--- config.mk ---
export PLATFORM = sky130hd
export DESIGN_NAME = pipe_cmd_tracker
export DESIGN_NICKNAME = d
export VERILOG_FILES = /design/src/rtl/pipe_cmd_tracker.sv
export SDC_FILE = /design/constraint.sdc
export NUM_CORES = 1
export LEC_CHECK = 0
export CORE_UTILIZATION = 58
export DETAILED_ROUTE_END_ITERATION = 10
export GPL_TIMING_DRIVEN = 0
export MAX_ROUTING_LAYER = met4
export PLACE_DENSITY = 0.8
export SLEW_MARGIN = 30
export SYNTH_ARGS = -nofsm -noshare
export SYNTH_HDL_FRONTEND = slang
export SYNTH_SLANG_ARGS = --single-unit
--- constraint.sdc ---
create_clock -name user_clk -period 4.2 [get_ports user_clk]
set_clock_uncertainty 0.05 [all_clocks]
set_input_delay 0.63 -clock user_clk [delete_from_list [all_inputs] [get_ports user_clk]]
set_output_delay 0.63 -clock user_clk [all_outputs]
set_load 0.01 [all_outputs]
--- src/rtl/pipe_cmd_tracker.sv ---
// Tracks up to NUM_SLOTS host commands through target request, completion or timeout, and tagged response.
// Latency: accept -> req_valid 1 cycle; completion -> rsp_valid 1 cycle; req_*/rsp_* come only from registered state.
// Backpressure: cmd_ready low when no slot is free or a reset command is in flight; req_*/rsp_* hold while stalled.
module pipe_cmd_tracker #(
  parameter int ADDR_W      = 32,
  parameter int DATA_W      = 32,
  parameter int TAG_W       = 8,
  parameter int NUM_SLOTS   = 4,
  parameter int TIMEOUT_CYC = 1024,
  parameter int TS_W        = 32
) (
  input  logic                         user_clk,
  input  logic                         sys_rst_n,
  input  logic                         cmd_valid,
  output logic                         cmd_ready,
  input  logic [7:0]                   cmd_type,
  input  logic [ADDR_W-1:0]            cmd_addr,
  input  logic [DATA_W-1:0]            cmd_data,
  input  logic [TAG_W-1:0]             cmd_tag,
  output logic                         req_valid,
  input  logic                         req_ready,
  output logic                         req_write,
  output logic [ADDR_W-1:0]            req_addr,
  output logic [DATA_W-1:0]            req_data,
  output logic [$clog2(NUM_SLOTS)-1:0] req_slot,
  input  logic                         cpl_valid,
  input  logic [$clog2(NUM_SLOTS)-1:0] cpl_slot,
  input  logic [DATA_W-1:0]            cpl_data,
  input  logic [7:0]                   cpl_status,
  output logic                         rsp_valid,
  input  logic                         rsp_ready,
  output logic [7:0]                   rsp_type,
  output logic [DATA_W-1:0]            rsp_data,
  output logic [TAG_W-1:0]             rsp_tag,
  output logic [7:0]                   rsp_status,
  output logic [TS_W-1:0]              rsp_timestamp,
  output logic [$clog2(NUM_SLOTS):0]   outstanding,
  output logic [15:0]                  stale_cpl_cnt
);

  localparam int SLOT_W = $clog2(NUM_SLOTS);
  localparam int CNT_W  = SLOT_W + 1;
  localparam int TMR_W  = $clog2(TIMEOUT_CYC + 1);

  localparam logic [7:0] TYPE_RD  = 8'h01;
  localparam logic [7:0] TYPE_WR  = 8'h02;
  localparam logic [7:0] TYPE_RST = 8'h03;
  localparam logic [7:0] ST_OK    = 8'h00;
  localparam logic [7:0] ST_UNSUP = 8'h01;
  localparam logic [7:0] ST_TMO   = 8'h02;
  localparam logic [TMR_W-1:0] TMR_LAST = TMR_W'(TIMEOUT_CYC - 1);

  typedef enum logic [1:0] {S_FREE, S_ISSUE, S_WAIT, S_DONE} slot_st_t;

  typedef struct packed {
    logic [7:0]        typ;
    logic [ADDR_W-1:0] addr;
    logic [DATA_W-1:0] data;
    logic [TAG_W-1:0]  tag;
    logic [7:0]        status;
    logic [DATA_W-1:0] rdata;
    logic [TS_W-1:0]   ts;
    logic [TMR_W-1:0]  timer;
  } slot_t;

  slot_st_t          st_q [NUM_SLOTS];
  slot_st_t          st_d [NUM_SLOTS];
  slot_t             sl_q [NUM_SLOTS];
  slot_t             sl_d [NUM_SLOTS];
  logic [TS_W-1:0]   ts_q;
  logic [TS_W-1:0]   ts_next;
  logic [15:0]       stale_q;
  logic [15:0]       stale_d;
  logic              ready_en_q;
  logic              req_lock_q;
  logic              rsp_lock_q;
  logic [SLOT_W-1:0] req_sel_q;
  logic [SLOT_W-1:0] rsp_sel_q;

  logic              any_free;
  logic              any_issue;
  logic              any_done;
  logic              rst_busy;
  logic [SLOT_W-1:0] free_idx;
  logic [SLOT_W-1:0] issue_idx;
  logic [SLOT_W-1:0] done_idx;
  logic [SLOT_W-1:0] req_sel;
  logic [SLOT_W-1:0] rsp_sel;
  logic [CNT_W-1:0]  busy_cnt;
  logic              cmd_acc;
  logic              req_hs;
  logic              rsp_hs;
  logic              cpl_hit;

  // Descending scan leaves the lowest matching index in each *_idx.
  always_comb begin
    any_free  = 1'b0;
    any_issue = 1'b0;
    any_done  = 1'b0;
    rst_busy  = 1'b0;
    free_idx  = '0;
    issue_idx = '0;
    done_idx  = '0;
    busy_cnt  = '0;
    for (int i = NUM_SLOTS - 1; i >= 0; i--) begin
      if (st_q[i] == S_FREE) begin
        any_free = 1'b1;
        free_idx = SLOT_W'(i);
      end
      if (st_q[i] == S_ISSUE) begin
        any_issue = 1'b1;
        issue_idx = SLOT_W'(i);
      end
      if (st_q[i] == S_DONE) begin
        any_done = 1'b1;
        done_idx = SLOT_W'(i);
      end
      if (st_q[i] != S_FREE) begin
        busy_cnt = busy_cnt + CNT_W'(1);
        if (sl_q[i].typ == TYPE_RST) rst_busy = 1'b1;
      end
    end
  end

  // A stalled request/response keeps its slot even if a lower index becomes eligible.
  assign req_sel = req_lock_q ? req_sel_q : issue_idx;
  assign rsp_sel = rsp_lock_q ? rsp_sel_q : done_idx;

  assign cmd_ready     = ready_en_q & any_free & ~rst_busy;
  assign req_valid     = any_issue;
  assign req_write     = any_issue & (sl_q[req_sel].typ == TYPE_WR);
  assign req_addr      = any_issue ? sl_q[req_sel].addr : '0;
  assign req_data      = any_issue ? sl_q[req_sel].data : '0;
  assign req_slot      = any_issue ? req_sel : '0;
  assign rsp_valid     = any_done;
  assign rsp_type      = any_done ? (sl_q[rsp_sel].typ | 8'h80) : 8'h00;
  assign rsp_data      = any_done ? sl_q[rsp_sel].rdata : '0;
  assign rsp_tag       = any_done ? sl_q[rsp_sel].tag : '0;
  assign rsp_status    = any_done ? sl_q[rsp_sel].status : 8'h00;
  assign rsp_timestamp = any_done ? sl_q[rsp_sel].ts : '0;
  assign outstanding   = busy_cnt;
  assign stale_cpl_cnt = stale_q;

  always_comb begin
    cmd_acc = cmd_valid & cmd_ready;
    req_hs  = any_issue & req_ready;
    rsp_hs  = any_done & rsp_ready;
    cpl_hit = cpl_valid && (st_q[cpl_slot] == S_WAIT) && (sl_q[cpl_slot].typ != TYPE_RST);
    ts_next = ts_q + TS_W'(1);
    stale_d = stale_q;
    if (cpl_valid && !cpl_hit && (stale_q != 16'hFFFF)) stale_d = stale_q + 16'd1;

    for (int i = 0; i < NUM_SLOTS; i++) begin
      st_d[i] = st_q[i];
      sl_d[i] = sl_q[i];
      case (st_q[i])
        S_FREE: begin
          if (cmd_acc && (free_idx == SLOT_W'(i))) begin
            sl_d[i].typ    = cmd_type;
            sl_d[i].addr   = cmd_addr;
            sl_d[i].data   = cmd_data;
            sl_d[i].tag    = cmd_tag;
            sl_d[i].status = ST_OK;
            sl_d[i].rdata  = '0;
            sl_d[i].timer  = '0;
            if ((cmd_type == TYPE_RD) || (cmd_type == TYPE_WR)) begin
              st_d[i] = S_ISSUE;
            end else if (cmd_type == TYPE_RST) begin
              st_d[i] = S_WAIT;
            end else begin
              st_d[i]        = S_DONE;
              sl_d[i].status = ST_UNSUP;
              sl_d[i].ts     = ts_next;
            end
          end
        end
        S_ISSUE: begin
          if (req_hs && (req_sel == SLOT_W'(i))) begin
            st_d[i]       = S_WAIT;
            sl_d[i].timer = '0;
          end
        end
        S_WAIT: begin
          if (sl_q[i].typ == TYPE_RST) begin
            // Only this slot is still occupied: everything ahead has drained.
            if (busy_cnt == CNT_W'(1)) begin
              st_d[i]        = S_DONE;
              sl_d[i].status = ST_OK;
              sl_d[i].rdata  = '0;
              sl_d[i].ts     = ts_next;
            end
          end else if (cpl_hit && (cpl_slot == SLOT_W'(i))) begin
            st_d[i]        = S_DONE;
            sl_d[i].status = cpl_status;
            sl_d[i].rdata  = cpl_data;
            sl_d[i].ts     = ts_next;
          end else if (sl_q[i].timer == TMR_LAST) begin
            st_d[i]        = S_DONE;
            sl_d[i].status = ST_TMO;
            sl_d[i].rdata  = '0;
            sl_d[i].ts     = ts_next;
          end else begin
            sl_d[i].timer = sl_q[i].timer + TMR_W'(1);
          end
        end
        S_DONE: begin
          if (rsp_hs && (rsp_sel == SLOT_W'(i))) st_d[i] = S_FREE;
        end
        default: st_d[i] = S_FREE;
      endcase
    end
  end

  always_ff @(posedge user_clk or negedge sys_rst_n) begin
    if (!sys_rst_n) begin
      for (int i = 0; i < NUM_SLOTS; i++) begin
        st_q[i] <= S_FREE;
        sl_q[i] <= '0;
      end
      ts_q       <= '0;
      stale_q    <= '0;
      ready_en_q <= 1'b0;
      req_lock_q <= 1'b0;
      rsp_lock_q <= 1'b0;
      req_sel_q  <= '0;
      rsp_sel_q  <= '0;
    end else begin
      for (int i = 0; i < NUM_SLOTS; i++) begin
        st_q[i] <= st_d[i];
        sl_q[i] <= sl_d[i];
      end
      ts_q       <= ts_next;
      stale_q    <= stale_d;
      ready_en_q <= 1'b1;
      req_lock_q <= any_issue & ~req_ready;
      rsp_lock_q <= any_done & ~rsp_ready;
      req_sel_q  <= req_sel;
      rsp_sel_q  <= rsp_sel;
    end
  end

endmodule

==> impl_metrics.env, run 1 <==
export IMPL_synth_edf_count=0
export IMPL_cts_buffer_depth=3
export IMPL_fp_coreArea_um2=59000
export IMPL_p_int_mw=21.1
export IMPL_report_final_hold_viol_count=0
export IMPL_gp_congestion=0.931
export IMPL_pwr_share_seq=0.298
export IMPL_overflow=0
export IMPL_yosysTopAreaCell="dfrtp_1"
export IMPL_hold_depth=1
export IMPL_clkTransAtPathRegs_ns=0.06
export IMPL_synthArstFlopShare=1.00
export IMPL_numCtsBuffers=76
export IMPL_synthDistinctLibCells=83
export IMPL_wl_um=91900
export IMPL_cp_start_kind="flop"
export IMPL_status="completed"
export IMPL_fin_nets=3261
export IMPL_timing_fmax_mhz=239
export IMPL_io_pins=305
export IMPL_synth_cells=2696
export IMPL_switchingPower_mw=11.8
export IMPL_setup_viol=0
export IMPL_synth_ff_type="dfrtp_1"
export IMPL_ys_top_cells_by_count="715 x dfrtp_1, 443 x mux2_2, 233 x nand2_1"
export IMPL_instances_no_fill=3949
export IMPL_fin_setup_tns_ns=0
export IMPL_fill_cells=3859
export IMPL_yosys_warnings=0
export IMPL_remaining_drc_errors=0
export IMPL_clock_latency_ns=0.63
export IMPL_vias_per_cell=6.05
export IMPL_dr_pass1_iters=5
export IMPL_ys_seq_area_frac=0.516
export IMPL_dieWidth_um=246
export IMPL_dp_worst_setup_slack_ns=-0.814
export IMPL_grt_usage=0.319
export IMPL_p_per_area_nw_per_um2=777
export IMPL_fin_hold_ws_ns=0.438
export IMPL_drt_iter0_drc=1750
export IMPL_tightest_slew_ns=1.04
export IMPL_dp_cells=3781
export IMPL_rows=89
export IMPL_comb_power_share=0.488
export IMPL_total_power_mw=32.9
export IMPL_critPathKind="flop to primary output"
export IMPL_drive_above_1_share=0.293
export IMPL_cp_cell_sequence="ha_1 > o31a_1 > inv_4 > buf_6 > mux4_2 > and2_1 > clkdlybuf4s50_1"
export IMPL_ys_ff_latch=715
export IMPL_syn_to_final_growth_pct=22.2
export IMPL_h_tree_depth=3
export IMPL_die_h_um=246
export IMPL_grt_pass1_vias=25447
export IMPL_final_area_um2=42400
export IMPL_arrival_ns=3.51
export IMPL_numPortBuffers=304
export IMPL_hp_class="flop to flop"
export IMPL_synth_top_area_frac=0.516
export IMPL_antenna_found_initial=12
export IMPL_fin_crit_sh=0.997
export IMPL_final_core_util=0.718
export IMPL_vdd_drop_max_mv=0.506
export IMPL_drv_slew=0
export IMPL_antenna_left=0
export IMPL_synthTopCellsByArea="dfrtp_1 52%, mux2_2 14%, mux4_2 9.9%"
export IMPL_crit_fanout=10
export IMPL_clockRootBuffer="clkbuf_16"
export IMPL_netSwitchingFraction=0.359
export IMPL_placed_cell_area_um2=38900
export IMPL_grt_max_degree=95
export IMPL_p_leak_nw=19.1
export IMPL_synth_most_common_cell="dfrtp_1"
export IMPL_slowest_stage="mux4_2"
export IMPL_multiInputGateArea_um2=15700
export IMPL_syn_area_per_cell_um2=12.9
export IMPL_crit_path_max_incr_delay_ns=0.52
export IMPL_wire_per_inst_um=23.3
export IMPL_layout_setup_ws_ns=0.0113
export IMPL_netlist_area_um2=34700
export IMPL_regArea_um2=17900
export IMPL_hpwl_um=63200
export IMPL_cts_tree="built"
export IMPL_worst_r2r_cell_count=16
export IMPL_cp_end_kind="primary output"
export IMPL_min_period_ns=4.19
export IMPL_die_area_um2=60800
export IMPL_vias=23883
export IMPL_rsz0062_at_grt="true"
export IMPL_p_clk_frac=0.214
export IMPL_start_util=0.587
export IMPL_syn_nets=2850
export IMPL_clock_sinks=715
export IMPL_cp_required_ns=3.52
export IMPL_maxSlewHeadroom=0.304
export IMPL_grt_pass1_wl_um=145000
export IMPL_maxCapViolations=0
-- final timing paths --
path	from	to	slack, ns
setup / recovery	st_q[6]	rsp_data[0]	0.01
hold / removal	sl_q[203]	sl_q[203]	0.44
setup reg to reg	st_q[2]	sl_q[183]	0.17
hold reg to reg	sl_q[203]	sl_q[203]	0.44
max in group asynchronous	sys_rst_n	sl_q[193]	1.53
min in group asynchronous	sys_rst_n	stale_cpl_cnt[15]	0.49
-- metal layers --
layer,GRT usage,vias to the layer above,wire (um)
li1,-,10445,-
met1,0.411,12528,37400
met2,0.512,725,45600
met3,0.0584,185,5660
met4,0.107,0,3210
met5,-,-,0
-- layout make-up --
cell class / count / area share
inverter: 143 / 0.0130
antenna: 13 / 0.000768
clock buffer: 111 / 0.0556
buffer: 157 / 0.0245
timing repair inverter: 1 / 0.000148
multi-input combinational: 1679 / 0.370
timing repair buffer: 334 / 0.0836
tap: 773 / 0.0228
clock inverter: 23 / 0.00726
sequential: 715 / 0.422
-- registers in the layout, indices dropped and copies added (netlist names) --
register       flops
sl_q             652
req_lock_q         1
stale_cpl_cnt     16
rsp_sel_q          2
st_q               8
req_sel_q          2
rsp_lock_q         1
ready_en_q         1
ts_q              32
-- power by group through the flow --
stage	Sequential, mW	Clock [mW]	Combinational [mW]
3_3_place_gp	9.75	0	14.7
6_report	9.82	7.05	16.1
5_1_grt	10.0	7.44	17.0
3_5_place_dp	9.87	0	15.0
4_1_cts	9.78	7.14	15.6
2_1_floorplan	9.50	0	9.53
-- worst max-delay path: cells and delay by family (launching register included) --
family	cells	cell delay, ns
buf+inv	3	0.93
mux	1	0.52
flops	1	0.46
compound gates	1	0.45
fa+ha+maj	1	0.30
simple gates	1	0.22
-- timing repair --
action	CTS	global route
endpoints found under the setup margin	392	246
resized for setup	118	75
endpoints found under the hold margin	50	0
pin swaps	4	0
gates cloned	0	2
setup buffers	4	16
hold buffers	1	0
-- cell usage in the layout (no fill, tap or decap), drive strengths merged, types with 22 or more instances in the layout --
cell           Yosys  final
xnor2             32     32
dlymetal6s2s       0     27
nand3             48     48
clkdlybuf4s50      0    263
ha                26     26
or4               25     25
inv              140    141
nand4             22     22
a21oi             27     27
nor2              43     43
mux2             461    461
and2             155    155
buf               89    118
mux4             152    152
o21ai            100    100
dfrtp            715    715
clkbuf            70    180
nand2            234    234
mux2i            127    127
-- cells by family (layout without fill, tap and decap cells) --
logic type	count (synthesis)	in the layout	share of synthesized area
fa+ha+maj	26	26	0.00938
xor+xnor	49	49	0.0124
mux	740	740	0.285
other cells	1	14	0.000108
compound gates	208	208	0.0389
flops	715	715	0.516
simple gates	655	655	0.101
buf+inv	302	769	0.0372
(Power assumes the default switching activity.)
==> run 2, diff against run 1 <==
Settings changed: HOLD_SLACK_MARGIN set to 0.02, SETUP_SLACK_MARGIN set to 0.05.
==> impl_metrics.env, run 2 (synthesis results as in run 1) <==
export IMPL_status="completed"
export IMPL_p_per_area_nw_per_um2=775
export IMPL_antenna_left=0
export IMPL_min_period_ns=4.15
export IMPL_numPortBuffers=304
export IMPL_final_cell_mix="712 x dfrtp_1, 443 x mux2_2, 258 x clkdlybuf4s50_1"
export IMPL_report_final_hold_viol_count=0
export IMPL_grt_usage=0.319
export IMPL_fin_setup_tns_ns=0
export IMPL_rsz0062_at_grt="true"
export IMPL_maxSlewHeadroom=0.290
export IMPL_netSwitchingFraction=0.360
export IMPL_gp_congestion=0.931
export IMPL_h_tree_depth=3
export IMPL_cts_tree="built"
export IMPL_cts_buffer_depth=3
export IMPL_vdd_drop_max_mv=0.505
export IMPL_fin_nets=3256
export IMPL_drive_above_1_share=0.292
export IMPL_die_h_um=246
export IMPL_drv_slew=0
export IMPL_clkTransAtPathRegs_ns=0.06
export IMPL_comb_power_share=0.484
export IMPL_wire_per_inst_um=23.2
export IMPL_vias=23889
export IMPL_grt_pass1_vias=25431
export IMPL_hp_class="flop to flop"
export IMPL_max_flop_register="sl_q"
export IMPL_drt_iter0_drc=1650
export IMPL_tightest_slew_ns=1.06
export IMPL_cp_end_kind="primary output"
export IMPL_hpwl_um=63200
export IMPL_rows=89
export IMPL_p_clk_frac=0.216
export IMPL_die_area_um2=60800
export IMPL_fin_crit_sh=0.988
export IMPL_clock_latency_ns=0.63
export IMPL_p_int_mw=21.0
export IMPL_overflow=0
export IMPL_wl_um=91500
export IMPL_vias_per_cell=6.06
export IMPL_setup_viol=0
export IMPL_dieWidth_um=246
export IMPL_p_leak_nw=18.9
export IMPL_antenna_found_initial=12
export IMPL_final_core_util=0.716
export IMPL_grt_max_degree=95
export IMPL_numCtsBuffers=76
export IMPL_largest_reg_flops=652
export IMPL_clock_sinks=715
export IMPL_maxCapViolations=0
export IMPL_pwr_share_seq=0.300
export IMPL_layout_commonest_cell="dfrtp_1"
export IMPL_clockRootBuffer="clkbuf_16"
export IMPL_arrival_ns=3.47
export IMPL_fin_hold_ws_ns=0.438
export IMPL_crit_fanout=10
export IMPL_timing_fmax_mhz=241
export IMPL_switchingPower_mw=11.8
export IMPL_io_pins=305
export IMPL_start_util=0.587
export IMPL_cp_start_kind="flop"
export IMPL_cp_required_ns=3.52
export IMPL_grt_pass1_wl_um=145000
export IMPL_critPathKind="flop to primary output"
export IMPL_remaining_drc_errors=0
export IMPL_dr_pass1_iters=5
export IMPL_fill_cells=3889
export IMPL_fp_coreArea_um2=59000
export IMPL_syn_to_final_growth_pct=21.8
## run 2: cell count changes in the layout (fill, tap and decap cells not counted), moves of 3 or more
cell / before / now
buf_8: 8 / 5
clkdlybuf4s50_1: 263 / 258
dlygate4sd2_1: 13 / 31
buf_4: 33 / 30
dlymetal6s2s_1: 27 / 14
## run 2: through the flow
| stage | area (um2) | setup WS, ns | std cells | total power, mW |
|---|---|---|---|---|
| floorplan | 34700 | 0.363 | 2696 | 19.0 |
| global placement | 38700 | -27.66 | 3773 | 24.4 |
| detailed placement | 38900 | -0.814 | 3781 | 24.9 |
| CTS | 42000 | -0.0498 | 3919 | 32.5 |
| global route | 42200 | -0.0316 | 3942 | 34.2 |
| finish | 42200 | 0.0503 | 3943 | 32.7 |
## run 2: timing repair
item / in CTS / in global routing
hold endpoints to repair: 50 / 0
hold buffers: 1 / 0
gates cloned: 0 / 0
setup buffers: 4 / 13
pin swaps: 4 / 2
endpoints found under the setup margin: 408 / 247
gates resized for setup: 149 / 48
## run 2: final timing paths
| path | start | cells after the start | end | slack (ns) |
|---|---|---|---|---|
| worst max-delay path | st_q[6] | 7 | rsp_tag[5] | 0.05 |
| worst min register to register | sl_q[203] | 1 | sl_q[203] | 0.44 |
| max in group asynchronous | sys_rst_n | 6 | sl_q[193] | 1.54 |
| worst min-delay path | sl_q[203] | 1 | sl_q[203] | 0.44 |
| worst max register to register | st_q[2] | 15 | sl_q[355] | 0.18 |
| min in group asynchronous | sys_rst_n | 2 | stale_cpl_cnt[15] | 0.49 |
## run 2: cell type report
class | count | area (um2) | share of cell area
flip-flops and latches | 715 | 17900 | 0.424
multi-input cells | 1679 | 15600 | 0.370
repair buffers | 330 | 3430 | 0.0811
clock buffers | 111 | 2360 | 0.0558
plain buffers | 157 | 1060 | 0.0250
well taps | 773 | 967 | 0.0229
inverters | 143 | 549 | 0.0130
clock inverters | 23 | 308 | 0.00729
diodes | 12 | 30.0 | 0.000711
## run 2: layer usage
| metal | global-route usage | vias up | routed length (um) |
|---|---|---|---|
| met5 | - | - | 0 |
| met4 | 0.108 | 0 | 3060 |
| met3 | 0.0584 | 175 | 5500 |
| met2 | 0.511 | 740 | 45600 |
| met1 | 0.411 | 12561 | 37400 |
| li1 | - | 10413 | - |
## run 2: power by group through the flow
stage	Clock [mW]	Sequential (mW)	Combinational (mW)
finish	7.07	9.82	15.8
global route	7.44	10.0	16.8
CTS	7.14	9.78	15.6
detailed placement	0	9.87	15.0
global placement	0	9.75	14.7
floorplan	0	9.50	9.53
## run 2: worst max-delay path, cell delays in order, from the launching register on
cell and delay, ns:
dfrtp_1 0.46, ha_1 0.30, o41a_1 0.50, inv_4 0.20
clkbuf_4 0.31, mux4_2 0.35, and2_1 0.23, clkdlybuf4s50_1 0.50
